$ cat config.mk
export PLATFORM = sky130hd
export DESIGN_NAME = perf_counter_reader
export DESIGN_NICKNAME = d
export VERILOG_FILES = /design/src/rtl/perf_cnt_pkg.sv /design/src/rtl/perf_edge_counter.sv /design/src/rtl/perf_counter_reader.sv
export SDC_FILE = /design/constraint.sdc
export NUM_CORES = 1
export LEC_CHECK = 0
export CAP_MARGIN = 40
export CORE_AREA = 2 2 88 174
export CTS_CLUSTER_SIZE = 20
export DETAILED_ROUTE_END_ITERATION = 8
export DIE_AREA = 0 0 90 176
export DONT_BUFFER_PORTS = 1
export PLACE_DENSITY = 0.8
export RECOVER_POWER = 50
export SLEW_MARGIN = 20
export SYNTH_ARGS = -nofsm -noshare
export SYNTH_HDL_FRONTEND = slang
export SYNTH_HIERARCHICAL = 1
export SYNTH_SLANG_ARGS = --single-unit
$ cat constraint.sdc
create_clock -name clk -period 3.7 [get_ports clk]
set_clock_uncertainty 0.1 [all_clocks]
set_input_delay 0.555 -clock clk [delete_from_list [all_inputs] [get_ports clk]]
set_output_delay 0.555 -clock clk [all_outputs]
set_load 0.01 [all_outputs]
$ cat src/rtl/perf_cnt_pkg.sv
// Shared constants and types for the memory-mapped performance counter bank.
package perf_cnt_pkg;

    typedef enum logic {
        IDLE = 1'b0,
        RESP = 1'b1
    } perf_state_t;

    localparam int PERF_CTRL_CLR_BIT   = 0;
    localparam int PERF_CTRL_NUM_LSB   = 0;
    localparam int PERF_CTRL_WIDTH_LSB = 8;
    localparam int PERF_CTRL_FIELD_W   = 8;

    localparam int PERF_WIN_MSB = 31;
    localparam int PERF_WIN_LSB = 6;
    localparam int PERF_IDX_MSB = 5;
    localparam int PERF_IDX_LSB = 2;

endpackage

$ cat src/rtl/perf_edge_counter.sv
// One counter channel: registers the event level, counts rising edges, wraps freely.
module perf_edge_counter #(
    parameter int CNT_WIDTH = 16
) (
    input  logic                 clk,
    input  logic                 rst,
    input  logic                 event_in,
    input  logic                 clear,
    output logic [CNT_WIDTH-1:0] count
);

    logic                 r_prev;
    logic [CNT_WIDTH-1:0] r_count;
    logic                 w_edge;

    assign w_edge = event_in & ~r_prev;
    assign count  = r_count;

    always_ff @(posedge clk) begin
        if (rst) begin
            r_prev  <= 1'b0;
            r_count <= '0;
        end else begin
            r_prev <= event_in;
            // A clear in the same cycle as an edge leaves the counter at zero.
            if (clear) begin
                r_count <= '0;
            end else if (w_edge) begin
                r_count <= r_count + 1'b1;
            end
        end
    end

endmodule

$ cat src/rtl/perf_counter_reader.sv
// Bus-facing counter bank: window decode, single-outstanding access FSM, read mux and clears.
module perf_counter_reader
    import perf_cnt_pkg::*;
#(
    parameter int          NUM_CNT   = 8,
    parameter int          CNT_WIDTH = 16,
    parameter logic [31:0] BASE_ADDR = 32'hFFFF_FF00
) (
    input  logic               clk,
    input  logic               rst,
    input  logic [NUM_CNT-1:0] event_in,
    input  logic               mem_read,
    input  logic               mem_write,
    input  logic [31:0]        mem_address,
    input  logic [31:0]        mem_wdata,
    output logic [31:0]        mem_rdata,
    output logic               mem_resp
);

    localparam int IDX_W = PERF_IDX_MSB - PERF_IDX_LSB + 1;

    perf_state_t          r_state;
    perf_state_t          w_state_next;
    logic                 r_resp;
    logic [31:0]          r_rdata;
    logic                 w_hit;
    logic                 w_accept;
    logic [IDX_W-1:0]     w_idx;
    logic [NUM_CNT-1:0]   w_clear;
    logic [CNT_WIDTH-1:0] w_count [NUM_CNT];
    logic [31:0]          w_ctrl_word;
    logic [31:0]          w_rd_data;
    logic                 w_unused_ok;

    assign w_hit       = (mem_address[PERF_WIN_MSB:PERF_WIN_LSB] == BASE_ADDR[PERF_WIN_MSB:PERF_WIN_LSB]);
    assign w_idx       = mem_address[PERF_IDX_MSB:PERF_IDX_LSB];
    assign w_unused_ok = &{1'b0, mem_wdata, mem_address[1:0]};
    assign mem_resp    = r_resp;
    assign mem_rdata   = r_rdata;

    genvar g;
    generate
        for (g = 0; g < NUM_CNT; g++) begin : g_ch
            perf_edge_counter #(
                .CNT_WIDTH(CNT_WIDTH)
            ) u_ch (
                .clk     (clk),
                .rst     (rst),
                .event_in(event_in[g]),
                .clear   (w_clear[g]),
                .count   (w_count[g])
            );
        end
    endgenerate

    always_comb begin
        w_ctrl_word = '0;
        w_ctrl_word[PERF_CTRL_WIDTH_LSB +: PERF_CTRL_FIELD_W] = PERF_CTRL_FIELD_W'(CNT_WIDTH);
        w_ctrl_word[PERF_CTRL_NUM_LSB   +: PERF_CTRL_FIELD_W] = PERF_CTRL_FIELD_W'(NUM_CNT);
    end

    // A simultaneous read and write is treated as a write, so read data stays zero.
    always_comb begin
        w_rd_data = '0;
        if (!mem_write) begin
            if (w_idx == IDX_W'(NUM_CNT)) begin
                w_rd_data = w_ctrl_word;
            end
            for (int i = 0; i < NUM_CNT; i++) begin
                if (w_idx == IDX_W'(i)) begin
                    w_rd_data[CNT_WIDTH-1:0] = w_count[i];
                end
            end
        end
    end

    always_comb begin
        for (int i = 0; i < NUM_CNT; i++) begin
            w_clear[i] = w_accept && mem_write &&
                         ((w_idx == IDX_W'(i)) ||
                          ((w_idx == IDX_W'(NUM_CNT)) && mem_wdata[PERF_CTRL_CLR_BIT]));
        end
    end

    always_comb begin
        w_state_next = r_state;
        w_accept     = 1'b0;
        case (r_state)
            IDLE: begin
                if (w_hit && (mem_read || mem_write)) begin
                    w_accept     = 1'b1;
                    w_state_next = RESP;
                end
            end
            RESP:    w_state_next = IDLE;
            default: w_state_next = IDLE;
        endcase
    end

    always_ff @(posedge clk) begin
        if (rst) begin
            r_state <= IDLE;
            r_resp  <= 1'b0;
            r_rdata <= '0;
        end else begin
            r_state <= w_state_next;
            r_resp  <= w_accept;
            if (w_accept) begin
                r_rdata <= w_rd_data;
            end
        end
    end

endmodule

==> results of run 1 <==
-- cells in the final DEF (no fill, tap or decap), types with 5 or more instances in the layout --
master	Yosys	routed
nor2_2	8	8
o221ai_1	5	5
nand3_1	30	30
nand4b_1	9	9
nand3_2	8	8
mux2i_1	22	22
a211oi_1	6	6
nor4_2	17	16
nand2_1	59	59
a31oi_1	9	9
or2_2	8	7
nor3_1	38	40
a21oi_1	22	22
a31o_2	16	16
a22oi_1	11	11
a22o_1	5	5
conb_1	1	16
ha_1	8	8
mux2_2	11	11
xnor2_1	64	64
a41o_1	8	8
o21ai_0	20	33
nor2_1	164	164
mux4_2	9	9
or3_1	9	10
dfxtp_1	153	153
nor2b_1	26	26
nand4_1	30	30
nand3b_4	8	8
nand3b_1	14	14
clkbuf_16	0	17
nor3_4	8	8
nand4_4	8	8
xor2_1	24	24
inv_1	27	27
o211ai_1	8	8
-- final cells by class --
| class | count | area [µm²] |
|---|---|---|
| timing repair buffer | 2 | 11.3 |
| inverter | 28 | 105 |
| sequential | 153 | 3060 |
| fill | 1249 | 5270 |
| multi-input combinational | 751 | 5150 |
| clock inverter | 11 | 111 |
| tap | 192 | 240 |
| clock buffer | 21 | 480 |
-- worst min-delay path by stage --
stage                                             start  cells past startpoint                                  end  slack, ns
floorplan           g_ch[5].u_ch/count[11]$_SDFFE_PP0P_                      2  g_ch[5].u_ch/count[11]$_SDFFE_PP0P_       0.36
global placement    g_ch[0].u_ch/count[11]$_SDFFE_PP0P_                      2  g_ch[0].u_ch/count[11]$_SDFFE_PP0P_       0.38
detailed placement  g_ch[5].u_ch/count[11]$_SDFFE_PP0P_                      2  g_ch[5].u_ch/count[11]$_SDFFE_PP0P_       0.38
CTS                                                 rst                      1       g_ch[7].u_ch/r_prev$_SDFF_PP0_       0.08
global route                                        rst                      1       g_ch[7].u_ch/r_prev$_SDFF_PP0_       0.07
finish                                              rst                      1       g_ch[7].u_ch/r_prev$_SDFF_PP0_       0.09
-- sequential cells by signal, summed over array words and instances, names as in the netlist --
signal	cells
r_state	1
mem_rdata	16
g_ch.u_ch/r_prev	8
g_ch.u_ch/count	128
-- Yosys cell counts (all sizes together) (11+ instances only) --
cell type	count	area, µm²
nand3	38	230
o21ai	34	170
nand3b	22	265
inv	28	105
nor3	48	340
buf	23	154
mux2	15	169
nor2	172	666
mux2i	22	220
clkbuf	34	128
xnor2	64	561
nor2b	26	163
xor2	24	210
nor4	18	219
a22oi	11	82.6
dfxtp	153	3060
nand2	59	221
nand4	38	358
a21oi	22	110
a31o	16	140
-- routing by layer --
layer / global-route usage / vias up / routed length [µm] / share of wire
met5: 0 / - / 0 / 0
met1: 0.271 / 3382 / 7510 / 0.34
met2: 0.503 / 236 / 11700 / 0.52
li1: - / 3388 / - / -
met4: 0.266 / 0 / 2140 / 0.096
met3: 0.0525 / 86 / 987 / 0.044
-- through the flow --
stage	total power, mW	cells	util
floorplan	1.91	989	-
global placement	1.91	1126	0.595
detailed placement	1.92	1126	0.595
CTS	3.64	1158	0.636
global route	3.72	1158	0.635
finish	3.61	1158	0.635
-- power breakdown --
group	total (mW)	switching, mW	internal [mW]
Clock	1.73	0.722	1.01
Combinational	0.177	0.0972	0.0799
Sequential	1.70	0.0346	1.67
Total	3.61	0.854	2.76
-- cell families (layout without fill, tap and decap cells) --
kind of cell    Yosys count  in the layout  share of synthesized area
other cells               1             16                   0.000438
buf+inv                  85             62                     0.0452
compound gates          135            135                      0.107
mux                      46             46                     0.0691
fa+ha+maj                 8              8                     0.0117
xor+xnor                 88             88                     0.0900
flops                   153            153                      0.358
simple gates            458            458                      0.319
-- worst register-to-register path, stage by stage (launching register included) --
cell and delay [ns]:
dfxtp_1 0.34, or4b_1 0.47, nor4_1 0.39, nand2_1 0.12, or3_1 0.43, nor3_1 0.40, or2_2 0.38, nor2_1 0.07
a31o_2 0.24
==> impl_results.md, run 1 <==
- Required time worst endpoint: 3.92 ns
- Flops & latches, synth: 153
- Leak pwr: 3.40 nW
- Bufs and invs on worst path: 0
- Total number of vias: 7092
- Num CTS Buffers: 17
- Worst-Margin Slew: 1.11 ns
- Crit-path cells: or4b_1, nor4_1, nand2_1, or3_1, nor3_1, or2_2, nor2_1, a31o_2
- Drt pass-1 iters: 5
- Mapped Area: 8560 µm²
- Crit-path max FO: 15
- Starting DRT DRC Count: 541
- Post-synth ARST share: 0
- Hold WS: 0.0938 ns
- R2R cell count: 8
- Post-DRT Antenna Nets: 0
- WS Path Type: flop to flop
- Final worst slack: 0.653 ns
- Cell variety after synth: 56
- Arrival @ worst endpoint: 3.26 ns
- Synth Warn #: 6
- Worst-Skew Late Latency: 0.43 ns
- Vias in the first global route: 6745
- Worst r2r src: r_state$_SDFF_PP0_
- Crit path max-delay family: simple AND/OR/NAND/NOR gates
- Die Area: 15800 µm²
- Initial core utilization: 0.593
- Setup_tns: 0 ns
- Setup bufs post-CTS: 0
- DP Area: 8590 µm²
- Core box area: 14400 µm²
- Hold_buf cts: 0
- Reg2reg end: g_ch[1].u_ch/count[14]$_SDFFE_PP0P_
- Synth-to-Final Area Change: 6.97%
- Max frequency: 0.328 GHz
- Antenna Cells: 0
- Hold Crit Class: primary input to flop
- TritonCTS Sinks: 153
- Total track usage: 0.283
- Slowest cell on the critical path: or4b_1
- Clock slew at reported path FFs: 0.06 ns
- Worst reg2reg setup slack: 0.65 ns
- Largest net degree at the start of global routing: 63
- Final setup violation count: 0
- DRT Wirelength: 22300 µm
- Crit path to: g_ch[1].u_ch/count[14]$_SDFFE_PP0P_
- HPWL after DPL: 16600 µm
- Max Buffers Root-to-Sink: 2
- GP Congestion: 0.928
- H-tree level count: 4
- Root buffer cell: clkbuf_16
- Die Y: 176 µm
- Crit share post-route: 0.824
- Crit start category: flop
- Final hold viol count: 0
- Ys flop type: dfxtp_1
- Fin nets: 1037
- Power per cell area: 394 nW/µm²
- Remaining DRCs: 0
- Antenna violations before repair: 0
- Post-synth EDFFs: 0
- Max Slew Vio Count: 0
- Syn_area_per_cell: 8.79 µm²
- Slowest stage delay, CP: 0.47 ns
- DR WL/cell: 19.3 µm
- IO buf count: 0
- FP Rows: 62
- Status: completed
- First-pass GRT wire length: 34800 µm
- Slew headroom: 0.261
- Minimum clock period: 3.05 ns
- Finished Cell Area: 9160 µm²
- Layout cells sized above 1: 0.138
- Place WS: 0.583 ns
- Post-cts resize count: 0
- Seq/Total Area, Yosys: 0.358
- Die Span X: 90 µm
- Max VDD drop: 0.286 mV
- Total gr overflow: 0
- CP startpoint: r_state$_SDFF_PP0_
- RSZ-0062 raised after global routing: false
- Routed vias/inst: 6.12
- WP depth: 8
- Worst setup EP type: flop
- Top Ports: 109
- Cell count after synthesis: 974
- CTS tree: yes
- Maxcap violations: 0
(Power assumes the default switching activity.)
==> inputs of run 2 (changes only) <==
CORE_AREA = 2 2 89 177   (was 2 2 88 174)
DIE_AREA = 0 0 91 179   (was 0 0 90 176)
PLACE_DENSITY = 0.81   (was 0.8)
clock period = 2.4 ns   (was 3.7 ns; I/O delays follow)
==> run 2 against run 1 <==
Net effect: critical path depth unchanged; die area rose by 2.8%; sequential share of layout area shrank 1.5 points; setup slack worse by 0.57 ns; total power is 64% higher; sequential cell count unchanged; core utilization grew 0.21 points; non-clock buffer count increased by 34; routed wire length down 3.6%; register-to-register slack worse by 0.57 ns; sequential power up 54%.
==> impl_results.md, run 2 (synthesis results as in run 1) <==
- Status: completed
- Die Area: 16300 µm²
- H-tree level count: 4
- Leak pwr: 3.61 nW
- FP Rows: 64
- Clock slew at reported path FFs: 0.06 ns
- Sw frac: 0.223
- Final Non-Filler Cells: 1197
- Hold Crit Class: primary input to flop
- Minimum clock period: 2.32 ns
- Crit-path max FO: 4
- Psw: 1.32 mW
- HPWL after DPL: 15400 µm
- Root buffer cell: clkbuf_16
- Maxcap violations: 0
- DR WL/cell: 18.0 µm
- GP Congestion: 0.960
- Top Ports: 109
- Remaining DRCs: 0
- Commonest non-fill, non-tap cell in the layout: nor2_1
- RSZ-0062 raised after global routing: true
- Required time worst endpoint: 2.61 ns
- Internal Pwr Total: 4.61 mW
- Placed cell count: 1155
- Largest net degree at the start of global routing: 63
- Die Y: 179 µm
- Crit start category: flop
- Worst reg2reg setup slack: 0.08 ns
- Clock share of power: 0.504
- Crit share post-route: 0.967
- Worst-Skew Late Latency: 0.42 ns
- Worst setup EP type: flop
- TritonCTS Sinks: 153
- First-pass GRT wire length: 34000 µm
- Sequential share of power: 0.442
- Power per cell area: 619 nW/µm²
- Worst hold stages: 2
- R2R cell count: 8
- Max reg flops: 128
- Layout cells sized above 1: 0.169
- Setup_tns: 0 ns
- Max Slew Vio Count: 0
- Antenna violations before repair: 0
- Max VDD drop: 0.561 mV
- DRT Wirelength: 21500 µm
- Fin nets: 1071
- Synth-to-Final Area Change: 12.0%
- Gate power share: 0.055
- Hold EP: g_ch[6].u_ch/count[11]$_SDFFE_PP0P_
- Die Span X: 91 µm
- Hold Path Origin: rst
- Core box area: 15100 µm²
- Post-DRT Antenna Nets: 0
- Initial core utilization: 0.569
- Total gr overflow: 0
- Final hold viol count: 0
- Final setup violation count: 0
- Reg2reg end: g_ch[1].u_ch/count[14]$_SDFFE_PP0P_
- Starting DRT DRC Count: 645
- Worst-Margin Slew: 0.728 ns
- CTS tree: yes
- Core Util, Final: 0.637
- IO buf count: 0
- Arrival @ worst endpoint: 2.53 ns
- Antenna Cells: 0
- WS Path Type: flop to flop
- Routed vias/inst: 5.99
- Most frequent cells in the layout: nor2_1 (161), dfxtp_1 (153), xnor2_1 (64), nand2_1 (58), nor3_1 (37)
- Worst r2r src: r_state$_SDFF_PP0_
- Drt pass-1 iters: 5
- Num CTS Buffers: 17
- Vias in the first global route: 6916
- Slew headroom: 0.513
- Max Buffers Root-to-Sink: 2
- CP startpoint: r_state$_SDFF_PP0_
- Total track usage: 0.261
- Total number of vias: 7166
- Max frequency: 0.431 GHz
[run 2: cell types whose count changed in the layout (fill, tap and decap cells not counted), sizes merged]
cell,delta
bufinv,+4
clkbuf,-3
dlygate4sd3,+9
buf,+25
clkinv,-2
[run 2: power groups by stage]
stage | clock network, mW | logic [mW] | registers [mW]
after global routing | 3.11 | 0.359 | 2.62
final | 2.99 | 0.324 | 2.62
after floorplan | 0 | 0.295 | 2.66
after global placement | 0 | 0.289 | 2.67
after detailed placement | 0 | 0.299 | 2.68
after CTS | 3.02 | 0.319 | 2.62
[run 2: stage by stage]
stage,setup WS (ns),hold slack (ns),cell area [µm²],power [mW]
finish,0.0800,0.0443,9590,5.93
detailed placement,-0.105,0.337,8770,2.97
global placement,-0.0898,0.337,8770,2.96
floorplan,-0.0436,0.332,8640,2.96
global route,-0.00920,0.0486,9590,6.09
CTS,0.00151,0.0145,9520,5.95
[run 2: worst max-delay path by stage]
| stage | cells past startpoint | slack (ns) | end |
|---|---|---|---|
| after floorplan | 9 | -0.04 | g_ch[1].u_ch/count[14]$_SDFFE_PP0P_ |
| after global placement | 8 | -0.09 | g_ch[0].u_ch/count[14]$_SDFFE_PP0P_ |
| after detailed placement | 8 | -0.11 | g_ch[0].u_ch/count[14]$_SDFFE_PP0P_ |
| after CTS | 8 | 0.002 | g_ch[0].u_ch/count[14]$_SDFFE_PP0P_ |
| after global routing | 8 | -0.009 | g_ch[1].u_ch/count[15]$_SDFFE_PP0P_ |
| final | 8 | 0.08 | g_ch[1].u_ch/count[14]$_SDFFE_PP0P_ |
[run 2: layout make-up]
cell class	instances	area, µm²
repair buffers	36	290
clock buffers	18	439
inverters	28	105
multi-input cells	751	5230
well taps	198	248
fillers	1207	5470
flip-flops and latches	153	3060
clock inverters	13	216
[run 2: timing repair]
item                                   4_1_cts  5_1_grt
endpoints found under the hold margin       10        0
setup endpoints to repair                    0       74
hold buffers                                 9        0
buffers inserted                             0        2
resized for setup                            0       14
[run 2: worst max-delay path, cell delays in order, from the launching register on]
cell and delay (ns):
dfxtp_1 0.31, or4b_4 0.49, nor4_4 0.16, nand2_1 0.11, or3_4 0.42, nor3_4 0.17, or2_4 0.18, nor2_1 0.04
a31o_2 0.24
[run 2: metal layers]
metal	routed length (µm)	global-route usage	share of wire
met3	1220	0.0479	0.057
met5	0	0	0
met4	1190	0.157	0.056
met2	10600	0.448	0.49
met1	8450	0.301	0.39
==> inputs of run 3 (changes only) <==
RECOVER_POWER = not set   (was 50)
==> run 3 against run 2 <==
Net effect: sequential power hardly changed; sequential share of layout area hardly changed; die area stayed put; hold slack worse by 0.0013 ns; critical path type unchanged.
==> impl_results.md, run 3 (synthesis results as in run 1) <==
- Crit-path cells: or4b_4, nor4_4, nand2_1, or3_4, nor3_4, or2_4, nor2_1, a31o_2
- Maxcap violations: 0
- Required time worst endpoint: 2.61 ns
- Hold Crit Class: primary input to flop
- Finished Cell Area: 9590 µm²
- Commonest non-fill, non-tap cell in the layout: nor2_1
- Status: completed
- Arrival @ worst endpoint: 2.53 ns
- Final Non-Filler Cells: 1197
- Met2 WL: 10600 µm
- H-tree level count: 4
- Worst hold stages: 2
- HPWL after DPL: 15400 µm
- Antenna Cells: 0
- Antenna violations before repair: 0
- Root buffer cell: clkbuf_16
- Top Ports: 109
- Max frequency: 0.432 GHz
- WP depth: 8
- Minimum clock period: 2.32 ns
- Max Slew Vio Count: 0
- M1 WL: 8420 µm
- Crit path max-delay family: simple AND/OR/NAND/NOR gates
- Clock slew at reported path FFs: 0.06 ns
- Synth-to-Final Area Change: 12.0%
- Total gr overflow: 0
- GP Congestion: 0.960
- Slew headroom: 0.513
- Crit share post-route: 0.965
- Bufs and invs on worst path: 0
- Die Y: 179 µm
- IO buf count: 0
- Layout cells sized above 1: 0.169
- Vias in the first global route: 6916
- Fin nets: 1071
- Fillers: 1206
- Num CTS Buffers: 17
- Die Area: 16300 µm²
- Worst-Margin Slew: 0.728 ns
- Worst-Skew Late Latency: 0.42 ns
- Largest net degree at the start of global routing: 63
- Place WS: -0.105 ns
- DR WL met3: 1310 µm
- Initial core utilization: 0.569
- Most frequent cells in the layout: nor2_1 (161), dfxtp_1 (153), xnor2_1 (64), nand2_1 (58), nor3_1 (37)
- CTS tree: yes
- Leak pwr: 3.62 nW
- RSZ-0062 raised after global routing: true
- Post-DRT Antenna Nets: 0
- WS Path Type: flop to flop
- Worst reg2reg setup slack: 0.08 ns
- Final worst slack: 0.0846 ns
- Slowest stage delay, CP: 0.49 ns
- Remaining DRCs: 0
- DRT Wirelength: 21500 µm
- Final setup violation count: 0
- Max VDD drop: 0.560 mV
- Slowest cell on the critical path: or4b_4
- DR WL/cell: 18.0 µm
- Routed vias/inst: 5.96
- Setup_tns: 0 ns
- Crit start category: flop
- DP Area: 8770 µm²
- Total track usage: 0.261
- Top sig layer: met4
- Final hold viol count: 0
- Power per cell area: 619 nW/µm²
- Worst setup EP type: flop
- Max Buffers Root-to-Sink: 2
- Total number of vias: 7129
- FP Rows: 64
- First-pass GRT wire length: 34000 µm
- Die Span X: 91 µm
- R2R cell count: 8
- Placed cell count: 1155
- TritonCTS Sinks: 153
- Crit-path max FO: 4
- Core box area: 15100 µm²
- Starting DRT DRC Count: 643
- Max reg flops: 128
- Drt pass-1 iters: 5
run 3: changes by cell type in the layout (fill, tap and decap cells not counted):
cell / before / now
buf_4: 26 / 27
clkbuf_2: 1 / 0
run 3: repair_timing:
item	4_1_cts	5_1_grt
endpoints found under the setup margin	0	74
buffers inserted	0	2
hold endpoints to repair	10	0
resized for setup	0	14
hold buffers	9	0
run 3: layer usage:
metal,track usage,vias up
met5,0,-
met2,0.448,259
met4,0.157,0
met3,0.0479,74
met1,0.301,3349
li1,-,3447
run 3: worst paths after layout:
| kind | end | from |
|---|---|---|
| setup / recovery | g_ch[1].u_ch/count[14]$_SDFFE_PP0P_ | r_state$_SDFF_PP0_ |
| hold / removal | g_ch[6].u_ch/count[11]$_SDFFE_PP0P_ | rst |
| setup reg to reg | g_ch[1].u_ch/count[14]$_SDFFE_PP0P_ | r_state$_SDFF_PP0_ |
| hold reg to reg | g_ch[7].u_ch/count[11]$_SDFFE_PP0P_ | g_ch[7].u_ch/count[11]$_SDFFE_PP0P_ |
run 3: metrics by stage:
| stage | util | power [mW] | hold WS (ns) |
|---|---|---|---|
| floorplan | - | 2.96 | 0.332 |
| global placement | 0.583 | 2.96 | 0.337 |
| detailed placement | 0.583 | 2.97 | 0.337 |
| CTS | 0.632 | 5.95 | 0.0145 |
| global route | 0.637 | 6.09 | 0.0486 |
| finish | 0.637 | 5.93 | 0.0430 |
run 3: report_power, final:
group	leakage (nW)	total, mW	internal (mW)	switching, mW
clock network	0.315	2.99	1.88	1.11
logic	2.06	0.324	0.154	0.170
registers	1.24	2.62	2.57	0.0465
total	3.62	5.93	4.61	1.32
run 3: layout make-up:
class | instances | area [µm²] | area share
tap | 198 | 248 | 0.0258
sequential | 153 | 3060 | 0.319
clock buffer | 18 | 439 | 0.0458
inverter | 28 | 105 | 0.0110
multi-input combinational | 751 | 5230 | 0.545
clock inverter | 13 | 216 | 0.0226
timing repair buffer | 36 | 293 | 0.0305
